--- src/rtl/pipeline_pkg.sv ---
// Shared pipeline definitions: word width, NOP encoding, default reset PC and fetch entry layout.
package pipeline_pkg;
  localparam int XLEN = 32;
  localparam logic [XLEN-1:0] NOP_INSTR = 32'h0000_0000;
  localparam logic [XLEN-1:0] DEFAULT_RESET_PC = 32'h0000_0000;

  typedef struct packed {
    logic [31:0] instr;
    logic [31:0] pc_plus4;
  } fetch_entry_t;
endpackage

--- src/rtl/fetch_fifo.sv ---
// Parameterised synchronous FIFO with push, pop, flush and occupancy reporting.
// Push and pop in the same cycle are legal at any occupancy, including full.
module fetch_fifo #(
  parameter int DATA_W = 32,
  parameter int DEPTH  = 4,
  localparam int PTR_W = $clog2(DEPTH),
  localparam int CNT_W = $clog2(DEPTH + 1)
) (
  input  logic              clk,
  input  logic              rst,
  input  logic              push_i,
  input  logic              pop_i,
  input  logic              flush_i,
  input  logic [DATA_W-1:0] din_i,
  output logic [DATA_W-1:0] dout_o,
  output logic [CNT_W-1:0]  count_o,
  output logic              full_o,
  output logic              empty_o
);
  logic [DATA_W-1:0] mem_q [DEPTH];
  logic [PTR_W-1:0]  wr_ptr_q, wr_ptr_d, rd_ptr_q, rd_ptr_d;
  logic [CNT_W-1:0]  cnt_q, cnt_d;
  logic              do_push, do_pop;

  assign empty_o = (cnt_q == '0);
  assign full_o  = (cnt_q == CNT_W'(DEPTH));
  assign count_o = cnt_q;
  assign dout_o  = mem_q[rd_ptr_q];

  assign do_pop  = pop_i & ~empty_o;
  assign do_push = push_i & (~full_o | do_pop);

  always_comb begin
    wr_ptr_d = wr_ptr_q;
    rd_ptr_d = rd_ptr_q;
    cnt_d    = cnt_q;
    if (flush_i) begin
      wr_ptr_d = '0;
      rd_ptr_d = '0;
      cnt_d    = '0;
    end else begin
      if (do_push) wr_ptr_d = wr_ptr_q + 1'b1;
      if (do_pop)  rd_ptr_d = rd_ptr_q + 1'b1;
      cnt_d = cnt_q + CNT_W'(do_push) - CNT_W'(do_pop);
    end
  end

  always_ff @(posedge clk) begin
    if (rst) begin
      wr_ptr_q <= '0;
      rd_ptr_q <= '0;
      cnt_q    <= '0;
    end else begin
      wr_ptr_q <= wr_ptr_d;
      rd_ptr_q <= rd_ptr_d;
      cnt_q    <= cnt_d;
    end
  end

  // Storage carries no reset; occupancy alone decides what is visible.
  always_ff @(posedge clk) begin
    if (do_push && !flush_i) mem_q[wr_ptr_q] <= din_i;
  end
endmodule

--- src/rtl/fetch_prefetch_unit.sv ---
// Instruction-fetch front end: credit-limited in-order requests, prefetch queue, branch redirect.
// Optional same-cycle response bypass to the decode outputs is enabled by defining FETCH_BYPASS_EN.
module fetch_prefetch_unit
  import pipeline_pkg::*;
#(
  parameter int          DEPTH    = 4,
  parameter logic [31:0] RESET_PC = DEFAULT_RESET_PC
) (
  input  logic        clk,
  input  logic        rst,
  input  logic        redirect_valid,
  input  logic [31:0] redirect_pc,
  input  logic        stall,
  output logic        imem_req_valid,
  input  logic        imem_req_ready,
  output logic [31:0] imem_req_addr,
  input  logic        imem_rsp_valid,
  input  logic [31:0] imem_rsp_data,
  output logic [31:0] instruction_IF,
  output logic [31:0] PC_sumado_IF,
  output logic        instr_valid_IF
);
  localparam int CNT_W = $clog2(DEPTH + 1);

  logic [31:0]      fetch_pc_q, fetch_pc_d;
  logic [CNT_W-1:0] outstanding_q, outstanding_d;
  logic [CNT_W-1:0] discard_q, discard_d;

  logic             req_acc, drop_rsp, bypass_hit, enq, deq;
  logic [CNT_W:0]   inflight;
  fetch_entry_t     entry_wr, entry_head;
  logic [CNT_W-1:0] entry_cnt, tag_cnt;
  logic             entry_full, entry_empty, tag_full, tag_empty;
  logic [31:0]      tag_head;
  logic             unused_sigs;

  assign inflight       = {1'b0, outstanding_q} + {1'b0, entry_cnt};
  assign imem_req_valid = ~rst & (inflight < (CNT_W + 1)'(DEPTH)) & ~tag_full;
  assign imem_req_addr  = fetch_pc_q;
  assign req_acc        = imem_req_valid & imem_req_ready;

  assign drop_rsp = redirect_valid | (discard_q != '0);

`ifdef FETCH_BYPASS_EN
  assign bypass_hit = entry_empty & (discard_q == '0) & imem_rsp_valid & ~redirect_valid;
`else
  assign bypass_hit = 1'b0;
`endif

  // A bypassed response consumed this cycle never touches the queue.
  assign enq = imem_rsp_valid & ~drop_rsp & ~(bypass_hit & ~stall);
  assign deq = ~entry_empty & ~stall;

  assign entry_wr.instr    = imem_rsp_data;
  assign entry_wr.pc_plus4 = tag_head + 32'd4;

  fetch_fifo #(.DATA_W($bits(fetch_entry_t)), .DEPTH(DEPTH)) u_entry_q (
    .clk    (clk),
    .rst    (rst),
    .push_i (enq),
    .pop_i  (deq),
    .flush_i(redirect_valid),
    .din_i  (entry_wr),
    .dout_o (entry_head),
    .count_o(entry_cnt),
    .full_o (entry_full),
    .empty_o(entry_empty)
  );

  // Tags are popped by every response, dropped or not, so they stay aligned across redirects.
  fetch_fifo #(.DATA_W(32), .DEPTH(DEPTH)) u_tag_q (
    .clk    (clk),
    .rst    (rst),
    .push_i (req_acc),
    .pop_i  (imem_rsp_valid & ~tag_empty),
    .flush_i(1'b0),
    .din_i  (fetch_pc_q),
    .dout_o (tag_head),
    .count_o(tag_cnt),
    .full_o (tag_full),
    .empty_o(tag_empty)
  );

  assign unused_sigs = ^{entry_full, tag_cnt};

  always_comb begin
    instruction_IF = NOP_INSTR;
    PC_sumado_IF   = '0;
    instr_valid_IF = 1'b0;
    if (bypass_hit) begin
      instruction_IF = imem_rsp_data;
      PC_sumado_IF   = tag_head + 32'd4;
      instr_valid_IF = 1'b1;
    end else if (!entry_empty) begin
      instruction_IF = entry_head.instr;
      PC_sumado_IF   = entry_head.pc_plus4;
      instr_valid_IF = 1'b1;
    end
  end

  always_comb begin
    outstanding_d = outstanding_q;
    case ({req_acc, imem_rsp_valid})
      2'b10:   outstanding_d = outstanding_q + 1'b1;
      2'b01:   outstanding_d = outstanding_q - 1'b1;
      default: outstanding_d = outstanding_q;
    endcase

    discard_d = discard_q;
    if (redirect_valid)                          discard_d = outstanding_d;
    else if (imem_rsp_valid && discard_q != '0)  discard_d = discard_q - 1'b1;

    fetch_pc_d = fetch_pc_q;
    if (redirect_valid) fetch_pc_d = redirect_pc;
    else if (req_acc)   fetch_pc_d = fetch_pc_q + 32'd4;
  end

  always_ff @(posedge clk) begin
    if (rst) begin
      fetch_pc_q    <= RESET_PC;
      outstanding_q <= '0;
      discard_q     <= '0;
    end else begin
      fetch_pc_q    <= fetch_pc_d;
      outstanding_q <= outstanding_d;
      discard_q     <= discard_d;
    end
  end
endmodule

--- config.mk ---
export PLATFORM = sky130hd
export DESIGN_NAME = fetch_prefetch_unit
export DESIGN_NICKNAME = d
export VERILOG_FILES = /design/src/rtl/pipeline_pkg.sv /design/src/rtl/fetch_fifo.sv /design/src/rtl/fetch_prefetch_unit.sv
export SDC_FILE = /design/constraint.sdc
export NUM_CORES = 1
export LEC_CHECK = 0
export CORE_ASPECT_RATIO = 0.7
export CORE_MARGIN = 8
export CORE_UTILIZATION = 50
export DETAILED_ROUTE_END_ITERATION = 10
export PLACE_DENSITY = 0.71
export SLEW_MARGIN = 20
export SYNTH_ARGS = -nofsm -noshare
export SYNTH_HDL_FRONTEND = slang
export SYNTH_SLANG_ARGS = --single-unit
--- constraint.sdc ---
create_clock -name clk -period 7.8 [get_ports clk]
set_clock_uncertainty 0.1 [all_clocks]
set_input_delay 1.56 -clock clk [delete_from_list [all_inputs] [get_ports clk]]
set_output_delay 1.56 -clock clk [all_outputs]
set_load 0.05 [all_outputs]
After elaboration in Yosys (flattened, before gate mapping):

Memories as Yosys holds them, arrays and structs flattened. A register that Yosys moved wholly into a read port is not among the register bits.
Index checks and enable logic that the tools add are counted.

* add/sub/neg operators: 14
* order comparisons: 1
* equal/unequal tests: 4
* multiplexer cells: 16
* bitwise operators: 20
* reduce and logical (&&, ||, !) cells: 9

Operators by type and width (count)
* 32-bit 2-to-1 mux: 4
* 32-bit by 3-bit adder with 32-bit output, second input constant: 2
* 1-bit bitwise AND: 10
* 2-bit by 1-bit adder with 2-bit output, second input constant: 4
* 2-bit 2-to-1 mux: 4
* 1-bit NOT: 7
* 3-bit by 1-bit adder with 3-bit output: 2
* 3-bit == test, second input constant: 2
* 3-bit logical NOT: 2
* 3-bit 2-to-1 mux: 2
* 3-bit one-hot mux with 2 select lines: 1
* 3-bit by 1-bit subtractor with 3-bit output: 2
* 3-bit by 1-bit subtractor with 3-bit output, second input constant: 2
* 1-bit 2-to-1 mux: 5
* 3-bit by 3-bit adder with 4-bit output: 1
* 4-bit by 3-bit less-than comparator with 1-bit output, second input constant: 1
* 2-bit nonzero test: 2
* 3-bit by 1-bit adder with 3-bit output, second input constant: 1
* 1-bit bitwise OR: 3
* 3-bit nonzero test: 1
* 2-bit by 1-bit == test with 1-bit output, second input constant: 1
* 2-bit == test, second input constant: 1
* 1-bit logical AND: 2
* 2-bit OR reduction: 1
* 1-bit logical NOT: 1

* bits in registers: 52
* bits in writable memories: 384
* input port bits: 70
* output and inout bits: 98
* word-level logic and storage cells: 75
* memories kept: 2

Memory list
* u_entry_q.mem_q: words 4, width 64, read ports 1, clocked after Yosys merged registers in 1, wr ports 1, RTL line fetch_fifo.sv:20 `logic [DATA_W-1:0] mem_q [DEPTH];`
* u_tag_q.mem_q: words 4, width 32, read ports 1, clocked after Yosys merged registers in 1, wr ports 1, RTL line fetch_fifo.sv:20

Depth between registers and ports, before layout:

* depth after elaboration: 9
* depth in mapped cells: 12

Cells and area by module:

Synthesis repeated with hierarchy kept, for this count alone.

* cell total of the unflattened synthesis: 1043
* area, all modules: 18129.9 um2

By module, submodules not included
* fetch_fifo (u_entry_q): times used 1, cells an instance 383, area each 9720.6 um2, sequential area each 7867.5 um2
* fetch_fifo (u_tag_q): times used 1, cells an instance 216, area each 5086.1 um2, sequential area each 4023.9 um2
* fetch_prefetch_unit: times used 1, cells an instance 444, area each 3323.2 um2, sequential area each 760.7 um2

Least setup slack after synthesis:

OpenSTA, ideal clock, no wires.

* path kind: input-to-reg
* start point: in stall
* end point: mem u_entry_q.mem_q[0][0] in the netlist's numbering, enable pin
* data arrival time: 3.713 ns
* path slack: 3.558 ns
* cell stages on the path: 4
* cell sequence: nand2_1 nor3_1 nor4b_2 and2_1

* cells in the longest elaborated chain, start to end: 8

Ends and longest elaborated chain
* start: declaration: RTL line fetch_prefetch_unit.sv:13 `input logic stall,`
* 1-bit NOT: RTL line fetch_prefetch_unit.sv:52 `assign deq = ~entry_empty & ~stall;`
* 1-bit bitwise AND: RTL line fetch_prefetch_unit.sv:52
* 1-bit bitwise AND: RTL line fetch_fifo.sv:30 `assign do_pop = pop_i & ~empty_o;`
* 1-bit bitwise OR: RTL line fetch_fifo.sv:31 `assign do_push = push_i & (~full_o | do_pop);`
* 1-bit bitwise AND: RTL line fetch_fifo.sv:31
* via u_entry_q.do_push: RTL line fetch_fifo.sv:23 `logic do_push, do_pop;`
* 1-bit logical AND: RTL line fetch_fifo.sv:62 `if (do_push && !flush_i) mem_q[wr_ptr_q] <= din_i;`
* 1-bit 2-to-1 mux: RTL line fetch_fifo.sv:62
* 1-bit 2-to-1 mux (implied by the code): RTL line fetch_fifo.sv:62
* end: declaration: RTL line fetch_fifo.sv:20

The timed path passes the listed nets, and every way through them passes these cells.

Final worst setup path:

* start point: in rst
* end point: out imem_req_valid

* cells in the longest elaborated chain, start to end: 3

Ends and longest elaborated chain
* start: declaration: RTL line fetch_prefetch_unit.sv:10 `input logic rst,`
* 1-bit NOT: RTL line fetch_prefetch_unit.sv:38 `assign imem_req_valid = ~rst & (inflight < (CNT_W + 1)'(DEPTH)) & ~tag_full;`
* 1-bit bitwise AND (2 in a row): RTL line fetch_prefetch_unit.sv:38
* end: declaration: RTL line fetch_prefetch_unit.sv:14 `output logic imem_req_valid,`

No other way between the ends.

==> impl_metrics.csv <==
group,metric,value,unit
run_status,outcome,"finished clean",
finish,nNetsFinal,1265,
place,dpl.hpwl,21900,um
place,gp_congestion,0.833,
global_routing,grtUsageTotal,0.170,
clock_tree,clkSinkCount,440,
power_and_ir_drop,ir_worst_vdd,0.000144,V
global_routing,grt_pass1_vias,9618,
power_and_ir_drop,p_sw,1560,uW
worst_hold_path,hold_class,"register to register",
die,die-area,0.0419,mm^2
global_routing,grt.met1_usage,0.249,
global_routing,antenna_found_initial,0,
yosys,yosys.area.top_type,"edfxtp_1",
global_routing,grt_max_degree,67,
power_and_ir_drop,switching_share,0.261,
yosys,postSynthCellCount,1001,
finish,synthToLayoutAreaGrowth,20.0,%
sta,fin_setup_tns,0,ps
place,numPortBuffers,167,
die,start_util,0.510,
clock_tree,tritoncts,"yes",
die,die_w,241,um
power_and_ir_drop,pwr-share-seq,0.479,
sta,hold_viol_final,0,
yosys,yosys.cell_types.count,49,
global_routing,overflow,0,
yosys,syn_area,0.0178,mm^2
run,cap_violations,0,
yosys,avgSynthCellArea,17.8,um^2
yosys,syn-num-nets,1093,
critical_path,end_kind,"primary output",
clock_tree,clk_pin_slew,60,ps
die,core,0.0349,mm^2
route,drc,0,
finish,n_antenna_cell,0,
route,vias_per_cell,5.53,
clock_tree,cts-htree-levels,2,
route,wirelength,35400,um
clock_tree,clk_latency,540,ps
global_routing,grt_use_met3,0.0319,
sta,finalSetupViolCount,0,
sta,max_freq,0.190,GHz
sta,rsz0062_at_grt,"no",
critical_path,cp.arrival,3600,ps
sta,worstMarginPinSlew,1010,ps
sta,period_needed,5260,ps
die,io-pin-count,168,
sta,maxSlewViolCount,0,
die,die_h,174,um
yosys,synth.area.top_cells,"edfxtp_1, mux4_2, dfxtp_1",
route,wl_per_cell,21.1,um
die,rows,57,
yosys,netlist.area_leader.share,0.649,
route,dr.pass1.iters,5,
critical_path,crit_type,"primary input to primary output",
route,vias,9273,
global_routing,grt.busiest_layer,"met2",
power_and_ir_drop,total_power,6000,uW
finish,multi_input_area,0.00484,mm^2
route,ant_nets,0,
global_routing,grt.met2_usage,0.260,
global_routing,grt_first_pass_wirelength,55800,um
power_and_ir_drop,p_clk_frac,0.342,
power_and_ir_drop,powerDensity,281,mW/mm^2
sta,slew_headroom,0.326,
critical_path,cp_data_required_time,6140,ps
yosys,ys_warn_count,0,
clock_tree,postCtsSetupBuffers,0,
power_and_ir_drop,comb_power_share,0.179,
finish,seqCellArea,0.0127,mm^2
clock_tree,post_cts_resized,0,
power_and_ir_drop,p_leak,0.00676,uW
critical_path,startpoint_type,"primary input",
clock_tree,clock-root-buffer,"clkbuf_16",
clock_tree,cts_inserted_buffers,42,
yosys,seq_area_frac_synth,0.712,
yosys,ys_ff_latch,440,
finish,drive_above_1_share,0.152,
route,drt_first_iter_violations,731,
sta,period_share,0.675,
clock_tree,postCtsHoldBufs,0,
critical_path,path_max_fanout,48,
power_and_ir_drop,power.internal,4440,uW
clock_tree,clk_path_buf_depth,3,
finish,n_fill_cell,2545,
synth_stat cells (all sizes together):
master,instances
nor4,15
nand2b,1
nand3,23
nor2,55
and2,73
o31a,1
a311o,1
nand4b,1
xor2,15
nor3,4
nor3b,2
o31ai,2
and4,8
or2,1
o21bai,3
a21oi,5
clkbuf,31
xnor2,51
ha,19
inv,24
o21a,1
nand4,21
a211oi,23
buf,19
mux2,1
or4,4
fa,3
mux4,96
or3,4
a2111oi,2
nor2b,3
nand3b,1
or3b,1
edfxtp,384
nor4b,2
nand2,28
dfxtp,56
and3,7
a311oi,5
mux2i,3
o21ai,2
stage by stage:
step / util / setup slack (ps) / hold WS (ps) / cell area, um^2 / cells
floorplan: - / 3560 / 369 / 17800 / 1001
global placement: 0.572 / 2560 / 380 / 19900 / 1601
detailed placement: 0.572 / 2550 / 399 / 19900 / 1601
CTS: 0.612 / 2490 / 408 / 21300 / 1678
global route: 0.612 / 2350 / 440 / 21300 / 1678
finish: 0.612 / 2540 / 417 / 21300 / 1678
area by class of cell:
cell class | instances | area share
flip-flops and latches | 440 | 0.593
multi-input cells | 487 | 0.227
repair buffers | 178 | 0.0822
clock buffers | 51 | 0.0528
well taps | 472 | 0.0277
clock inverters | 26 | 0.0126
inverters | 24 | 0.00422
state kept, by name, summed over array words and instances (netlist names), named ones only:
signal and flops:
u_entry_q.rd_ptr_q 2, u_tag_q.wr_ptr_q 2, u_entry_q.wr_ptr_q 2, u_tag_q.rd_ptr_q 2, u_tag_q.mem_q 128, u_entry_q.mem_q 256, u_tag_q.count_o 3, discard_q 3
u_entry_q.count_o 3, imem_req_addr 32, outstanding_q 3
kinds of logic (layout without fill, tap and decap cells):
group / count (synthesis) / after routing / share of synthesized area
XOR/XNOR: 66 / 66 / 0.0325
AND/OR/NAND/NOR: 254 / 254 / 0.0797
adder cells (fa/ha/maj): 22 / 22 / 0.0167
AO/OA/AOI/OAI: 45 / 45 / 0.0188
multiplexers: 100 / 100 / 0.124
buffers and inverters: 74 / 279 / 0.0167
flip-flops: 440 / 440 / 0.712
path summary, 6_finish.rpt:
path                               startpoint                                to  slack, ps  depth (start not counted)
max reg2reg                          register  u_entry_q.mem_q[0][23]$_DFFE_PP_       4750                          5
min          u_tag_q.wr_ptr_q[1]$_SDFFE_PP0P_  u_tag_q.wr_ptr_q[1]$_SDFFE_PP0P_        420                          2
max                                       rst                    imem_req_valid       2540                          5
min reg2reg  u_tag_q.wr_ptr_q[1]$_SDFFE_PP0P_  u_tag_q.wr_ptr_q[1]$_SDFFE_PP0P_        420                          2
layout by cell type (no fill, tap or decap), drive strengths merged, types with 19 or more instances in the layout:
| cell | netlist | final |
|---|---|---|
| mux4 | 96 | 96 |
| clkdlybuf4s50 | 0 | 167 |
| edfxtp | 384 | 384 |
| nor2 | 55 | 55 |
| ha | 19 | 19 |
| dfxtp | 56 | 56 |
| xnor2 | 51 | 51 |
| clkbuf | 31 | 51 |
| nand2 | 28 | 28 |
| nand4 | 21 | 21 |
| inv | 24 | 25 |
| a211oi | 23 | 23 |
| nand3 | 23 | 23 |
| and2 | 73 | 73 |
layer usage:
layer / up-vias / wire (um)
met4: 0 / 589
met1: 4690 / 16300
met2: 261 / 16300
li1: 4269 / -
met3: 53 / 2260
met5: - / 0
worst max-delay path, cell delays in order:
cell and delay (ps):
clkdlybuf4s50_1 390, buf_4 280, nor4_2 340, and3_1 210, clkdlybuf4s50_1 800
power groups by stage:
stage                     Combinational (uW)  Clock (uW)  Sequential, uW
final                                   1080        2050            2870
after global routing                    1170        2190            2890
after CTS                               1090        2100            2870
after detailed placement                1090           0            2920
after global placement                  1070           0            2920
after floorplan                          744           0            2920
Note: power is estimated with default switching activity, not from simulation.
